--- config.mk ---
export PLATFORM = sky130hd
export DESIGN_NAME = ysyx_22050019_ifu
export DESIGN_NICKNAME = d
export VERILOG_FILES = /design/src/rtl/ysyx_22050019_pkg.sv /design/src/rtl/ysyx_22050019_ifu.sv
export SDC_FILE = /design/constraint.sdc
export NUM_CORES = 1
export LEC_CHECK = 0
export ABC_AREA = 1
export BUFFER_PORTS_ARGS = -buffer_cell sky130_fd_sc_hd__buf_2
export CAP_MARGIN = 20
export CORE_ASPECT_RATIO = 0.6
export CORE_UTILIZATION = 54
export CTS_CLUSTER_DIAMETER = 100
export DETAILED_ROUTE_END_ITERATION = 16
export PLACE_DENSITY = 0.9
export RECOVER_POWER = 100
export SYNTH_ARGS = -nofsm -noshare
export SYNTH_HDL_FRONTEND = slang
export SYNTH_SLANG_ARGS = --single-unit
export TNS_END_PERCENT = 20
--- constraint.sdc ---
create_clock -name clk -period 4.7 [get_ports clk]
set_input_delay 0.235 -clock clk [delete_from_list [all_inputs] [get_ports clk]]
set_output_delay 0.235 -clock clk [all_outputs]
set_load 0.02 [all_outputs]
--- src/rtl/ysyx_22050019_pkg.sv ---
// ---------------------------------------------------------------------------
// ysyx_22050019_pkg
// Shared definitions for the ysyx_22050019 core slice:
//   - IFU state encoding
//   - default reset PC
//   - canonical NOP instruction (addi x0, x0, 0)
//   - AXI-style OKAY response code
// ---------------------------------------------------------------------------
package ysyx_22050019_pkg;

    typedef enum logic [1:0] {
        S_IDLE = 2'd0,
        S_REQ  = 2'd1,
        S_WAIT = 2'd2,
        S_OUT  = 2'd3
    } ifu_state_e;

    localparam logic [63:0] DEFAULT_RESET_PC = 64'h0000_0000_8000_0000;
    localparam logic [31:0] NOP_INST         = 32'h0000_0013;
    localparam logic [1:0]  RESP_OKAY        = 2'b00;

endpackage

--- src/rtl/ysyx_22050019_ifu.sv ---
// ---------------------------------------------------------------------------
// ysyx_22050019_ifu
// Instruction fetch unit. Holds the PC, issues one icache read per
// instruction, selects the 32-bit word from the returned doubleword and
// hands {inst, pc, fault} to the IDU. One request outstanding at a time;
// an EXU redirect kills in-flight work and restarts fetch at the new PC.
//
// Ports:
//   clk, rst            clock, synchronous active-high reset
//   redirect_valid_i    EXU redirect strobe (highest priority)
//   redirect_pc_i       redirect target (low two bits ignored)
//   ar_valid_o/ready_i  fetch request handshake, ar_addr_o = current PC
//   r_valid_i/ready_o   read data handshake, r_resp_i (!=0 -> error), r_data_i
//   inst_valid_o/ready_i  instruction handshake to IDU
//   inst_o, inst_pc_o, inst_fault_o  instruction payload
//
// Handshake semantics (all three channels): a transfer happens on a rising
// clk edge where valid and ready are both high. A producer never lowers
// valid or changes its payload before the transfer, except that a redirect
// may move ar_addr_o while ar_valid_o is held and may drop inst_valid_o
// combinationally (the instruction is being killed).
// ---------------------------------------------------------------------------
module ysyx_22050019_ifu
    import ysyx_22050019_pkg::*;
#(
    parameter int                    ADDR_WIDTH = 64,
    parameter int                    DATA_WIDTH = 64,
    parameter int                    INST_WIDTH = 32,
    parameter logic [ADDR_WIDTH-1:0] RESET_PC   = DEFAULT_RESET_PC
) (
    input  logic                  clk,
    input  logic                  rst,
    input  logic                  redirect_valid_i,
    input  logic [ADDR_WIDTH-1:0] redirect_pc_i,
    output logic                  ar_valid_o,
    input  logic                  ar_ready_i,
    output logic [ADDR_WIDTH-1:0] ar_addr_o,
    input  logic                  r_valid_i,
    output logic                  r_ready_o,
    input  logic [1:0]            r_resp_i,
    input  logic [DATA_WIDTH-1:0] r_data_i,
    output logic                  inst_valid_o,
    input  logic                  inst_ready_i,
    output logic [INST_WIDTH-1:0] inst_o,
    output logic [ADDR_WIDTH-1:0] inst_pc_o,
    output logic                  inst_fault_o
);

    ifu_state_e            state_q, state_d;
    logic [ADDR_WIDTH-1:0] pc_q, pc_d;
    logic                  drop_q, drop_d;
    logic [INST_WIDTH-1:0] inst_q, inst_d;
    logic [ADDR_WIDTH-1:0] inst_pc_q, inst_pc_d;
    logic                  fault_q, fault_d;

    logic [ADDR_WIDTH-1:0] redirect_target;
    logic [INST_WIDTH-1:0] sel_inst;

    // Instructions are 4-byte aligned; masking keeps every bit of the
    // redirect bus in use.
    assign redirect_target = redirect_pc_i & ~ADDR_WIDTH'(3);

    // Pick the word addressed by pc[2]; an error response substitutes a NOP
    // so that the IDU always sees a harmless encoding alongside the fault.
    always_comb begin
        sel_inst = pc_q[2] ? r_data_i[2*INST_WIDTH-1:INST_WIDTH]
                           : r_data_i[INST_WIDTH-1:0];
        if (r_resp_i != RESP_OKAY) begin
            sel_inst = NOP_INST;
        end
    end

    // Outputs decoded from the registered state.
    always_comb begin
        ar_valid_o   = 1'b0;
        r_ready_o    = 1'b0;
        inst_valid_o = 1'b0;
        case (state_q)
            S_REQ:   ar_valid_o   = 1'b1;
            S_WAIT:  r_ready_o    = 1'b1;
            S_OUT:   inst_valid_o = ~redirect_valid_i;
            default: ;
        endcase
    end

    assign ar_addr_o    = pc_q;
    assign inst_o       = inst_q;
    assign inst_pc_o    = inst_pc_q;
    assign inst_fault_o = fault_q;

    // Next-state and datapath updates.
    always_comb begin
        state_d   = state_q;
        pc_d      = pc_q;
        drop_d    = drop_q;
        inst_d    = inst_q;
        inst_pc_d = inst_pc_q;
        fault_d   = fault_q;

        case (state_q)
            S_IDLE: state_d = S_REQ;

            S_REQ: begin
                if (ar_ready_i) begin
                    state_d = S_WAIT;
                    // Request already accepted for the old PC: its data
                    // must be thrown away when it arrives.
                    if (redirect_valid_i) begin
                        drop_d = 1'b1;
                    end
                end
            end

            S_WAIT: begin
                if (r_valid_i) begin
                    if (drop_q || redirect_valid_i) begin
                        drop_d  = 1'b0;
                        state_d = S_REQ;
                    end else begin
                        inst_d    = sel_inst;
                        inst_pc_d = pc_q;
                        fault_d   = |r_resp_i;
                        state_d   = S_OUT;
                    end
                end else if (redirect_valid_i) begin
                    drop_d = 1'b1;
                end
            end

            S_OUT: begin
                if (redirect_valid_i) begin
                    state_d = S_REQ;
                end else if (inst_ready_i) begin
                    pc_d    = pc_q + ADDR_WIDTH'(4);
                    state_d = S_REQ;
                end
            end

            default: state_d = S_IDLE;
        endcase

        if (redirect_valid_i) begin
            pc_d = redirect_target;
        end
    end

    always_ff @(posedge clk) begin
        if (rst) begin
            state_q   <= S_IDLE;
            pc_q      <= RESET_PC;
            drop_q    <= 1'b0;
            inst_q    <= '0;
            inst_pc_q <= '0;
            fault_q   <= 1'b0;
        end else begin
            state_q   <= state_d;
            pc_q      <= pc_d;
            drop_q    <= drop_d;
            inst_q    <= inst_d;
            inst_pc_q <= inst_pc_d;
            fault_q   <= fault_d;
        end
    end

endmodule

==> impl_metrics.tcl <==
set metrics [dict create \
    layout-drive-gt1-share_pct 13.1 \
    cts_max_level 4 \
    clk_latency_ns 0.43 \
    crit_slowest_cell "dfxtp_1" \
    drv_slew 110 \
    synth_mux_area_share_pct 0 \
    synth_cell_type_count 36 \
    finalSetupTns_ns 0 \
    yosys-top-cells-count "nand2_1 (283), nor2_1 (175), o21ai_0 (166)" \
    num_rows 34 \
    fp.dieW_um 162 \
    viasPerCell 5.69 \
    drc 0 \
    ir_drop_mv 0.193 \
    synth.area.top_cells "dfxtp_1 (39%), nand2_1 (13%), o21ai_0 (10%)" \
    status "finished with violations" \
    path_class "flop to flop" \
    ys_async_sr_fraction_pct 0 \
    setup_slack_ns 1.05 \
    period_share_pct 77.7 \
    netlist_instances 1273 \
    final_nets 1668 \
    yosys_warnings 0 \
    ys_ff_latch 160 \
    synth-simple-area-share_pct 30.1 \
    violations "capacitance limit, slew limit" \
    start_util_pct 56.2 \
    postCtsSetupRepairBufs 0 \
    synth-xor-area-share_pct 1.16 \
    end_kind "flop" \
    die_y_um 97.9 \
    synth_top_family_by_area "simple AND/OR/NAND/NOR gates" \
    critPathLaunchType "flop" \
    cpMostUsedCell "nand2_1" \
    grt_pass1_vias 8875 \
    grt_max_degree 110 \
    gp_congestion 1.00 \
    via_count 9887 \
    worstPathRequired_ns 5.04 \
    area_growth_pct 22.7 \
    synth_ff_type "dfxtp_1" \
    antenna_found_initial 1 \
    p_per_area_nw_per_um2 328 \
    period_needed_ns 3.65 \
    clk_pin_slew_ns 0.07 \
    cts.sinks 160 \
    grt.total_usage_pct 38.6 \
    dieArea_sq_um 15800 \
    cts_root_buf "clkbuf_16" \
    wl_met3_um 3830 \
    grt_pass1_wl_um 47500 \
    wl_met1_um 13100 \
    rsz0062_at_grt "false" \
    synth_compound_area_share_pct 20.7 \
    finalHoldViolations 0 \
    cp_data_arrival_time_ns 4.00 \
    hold_buffers 0 \
    grt_overflow 0 \
    fmax_mhz 274 \
    max_slew.worst_pin.slew_ns 1.91 \
    drt_iter0_drc 1084 \
    io_buffers 293 \
    hpwlAfterDp_um 22600 \
    dr_wl_met2_um 13100 \
    io_pins 300 \
    synth.most_common_cell "nand2_1" \
    drt_wl_total_um 30800 \
    maxCapViolCount 1 \
    crit_fanout 20 \
    hold_class "input pin to flop" \
    clockBufferDepth 2 \
    dr.pass1.iters 7 \
    synth_edf_count 0 \
    fin_skew_ns 0.0135 \
    highest_layer "met4" \
    synth_top_area_cell "dfxtp_1" \
    fin_area_sq_um 10200 \
    placed_cell_area_sq_um 9780 \
    coreArea_sq_um 14700 \
    pre_cts_ws_ns 1.99 \
    synth_area_sq_um 8280 \
    finalSetupViolations 0 \
    slowest_delay_ns 0.72 \
    p_leak_nw 4.03 \
    yosysSeqAreaShare_pct 38.7 \
    wl_per_cell_um 17.7 \
    drtAntennaViolNets 0 \
    syn_area_per_cell_sq_um 6.50 \
    synth.top_cell.area_share_pct 38.7 \
    cts_tree "done" \
    synth_adder_area_share_pct 0.605 \
    cts_resized 0 \
    slew_headroom_pct -27.3 \
    numCtsBuffers 17 \
    cp_cell_sequence "clkbuf_1 -> ha_1 -> nand2_1 -> nor2_1 -> nand2_1 -> nor2_1 -> nand2_1 -> inv_1 -> nand2_1 -> nand2_1 -> nand3_1 -> a21oi_1" \
]
## critical path, delay by kind of cell, from the launching register on
family | cells | cell delay (ns)
DFF | 1 | 0.72
and+or+nand+nor | 8 | 1.54
AOI/OAI and AO/OA | 1 | 0.15
adders and majority gates | 1 | 0.30
buffers and inverters | 2 | 0.84
## kinds of logic after synthesis
family | count (synthesis)
XOR/XNOR | 11
flip-flops | 160
buffers and inverters | 182
AO/OA/AOI/OAI | 328
adder cells (fa/ha/maj) | 4
AND/OR/NAND/NOR | 587
other | 1
## final timing paths
kind / from / endpoint / slack (ns) / cells after the start
max reg2reg: ar_addr_o[2] / ar_addr_o[60] / 1.05 / 12
min: r_data_i[0] / inst_o[0] / 0.07 / 3
max: ar_addr_o[2] / ar_addr_o[60] / 1.05 / 12
min reg2reg: inst_o[18] / inst_o[18] / 0.47 / 2
## registers in the layout (all words and copies together), names as in the netlist
register      cells
ar_addr_o        62
inst_fault_o      1
inst_pc_o        62
state_q           2
drop_q            1
inst_o           32
## layer usage
metal  global-route usage [%]  vias to the layer above
met5                        0                        -
met2                     57.3                      631
met3                     11.3                       67
li1                         -                     4676
met1                     53.0                     4513
met4                     13.6                        0
## stage by stage
step	util, %	hold slack [ns]	total power, W	std cells
after detailed placement	66.5	0.453	0.00192	1706
after global placement	66.5	0.448	0.00191	1706
after CTS	70.6	0.0692	0.00334	1737
after floorplan	-	0.370	0.00175	1276
after global routing	69.0	0.0699	0.00344	1739
final	69.0	0.0712	0.00333	1739
## report_power, final
part | switching (W) | internal, W
sequential | 0.0000690 | 0.00141
clock | 0.000619 | 0.000822
combinational | 0.000280 | 0.000130
total | 0.000968 | 0.00236
## placed cells by master, fill, tap and decap left out, types with 8 or more instances in the layout
cell type  count
a31oi_1       31
nor3_1         8
o21ai_0      168
a21oi_1      112
nand3_1       72
clkbuf_1     161
nor2_2         9
dfxtp_1      160
nand4_1       16
inv_1        105
nand2_1      289
clkbuf_16     17
nor2_1       177
buf_2        133
## layout make-up
cell class / instances / area (sq um)
Antenna cell: 1 / 2.50
Clock buffer: 19 / 453
Clock inverter: 12 / 149
Fill cell: 1404 / 4560
Inverter: 112 / 420
Multi-Input combinational cell: 934 / 4330
Sequential cell: 160 / 3200
Tap cell: 198 / 248
Timing Repair Buffer: 303 / 1350
No activity file was read; power rests on OpenSTA's default activity.
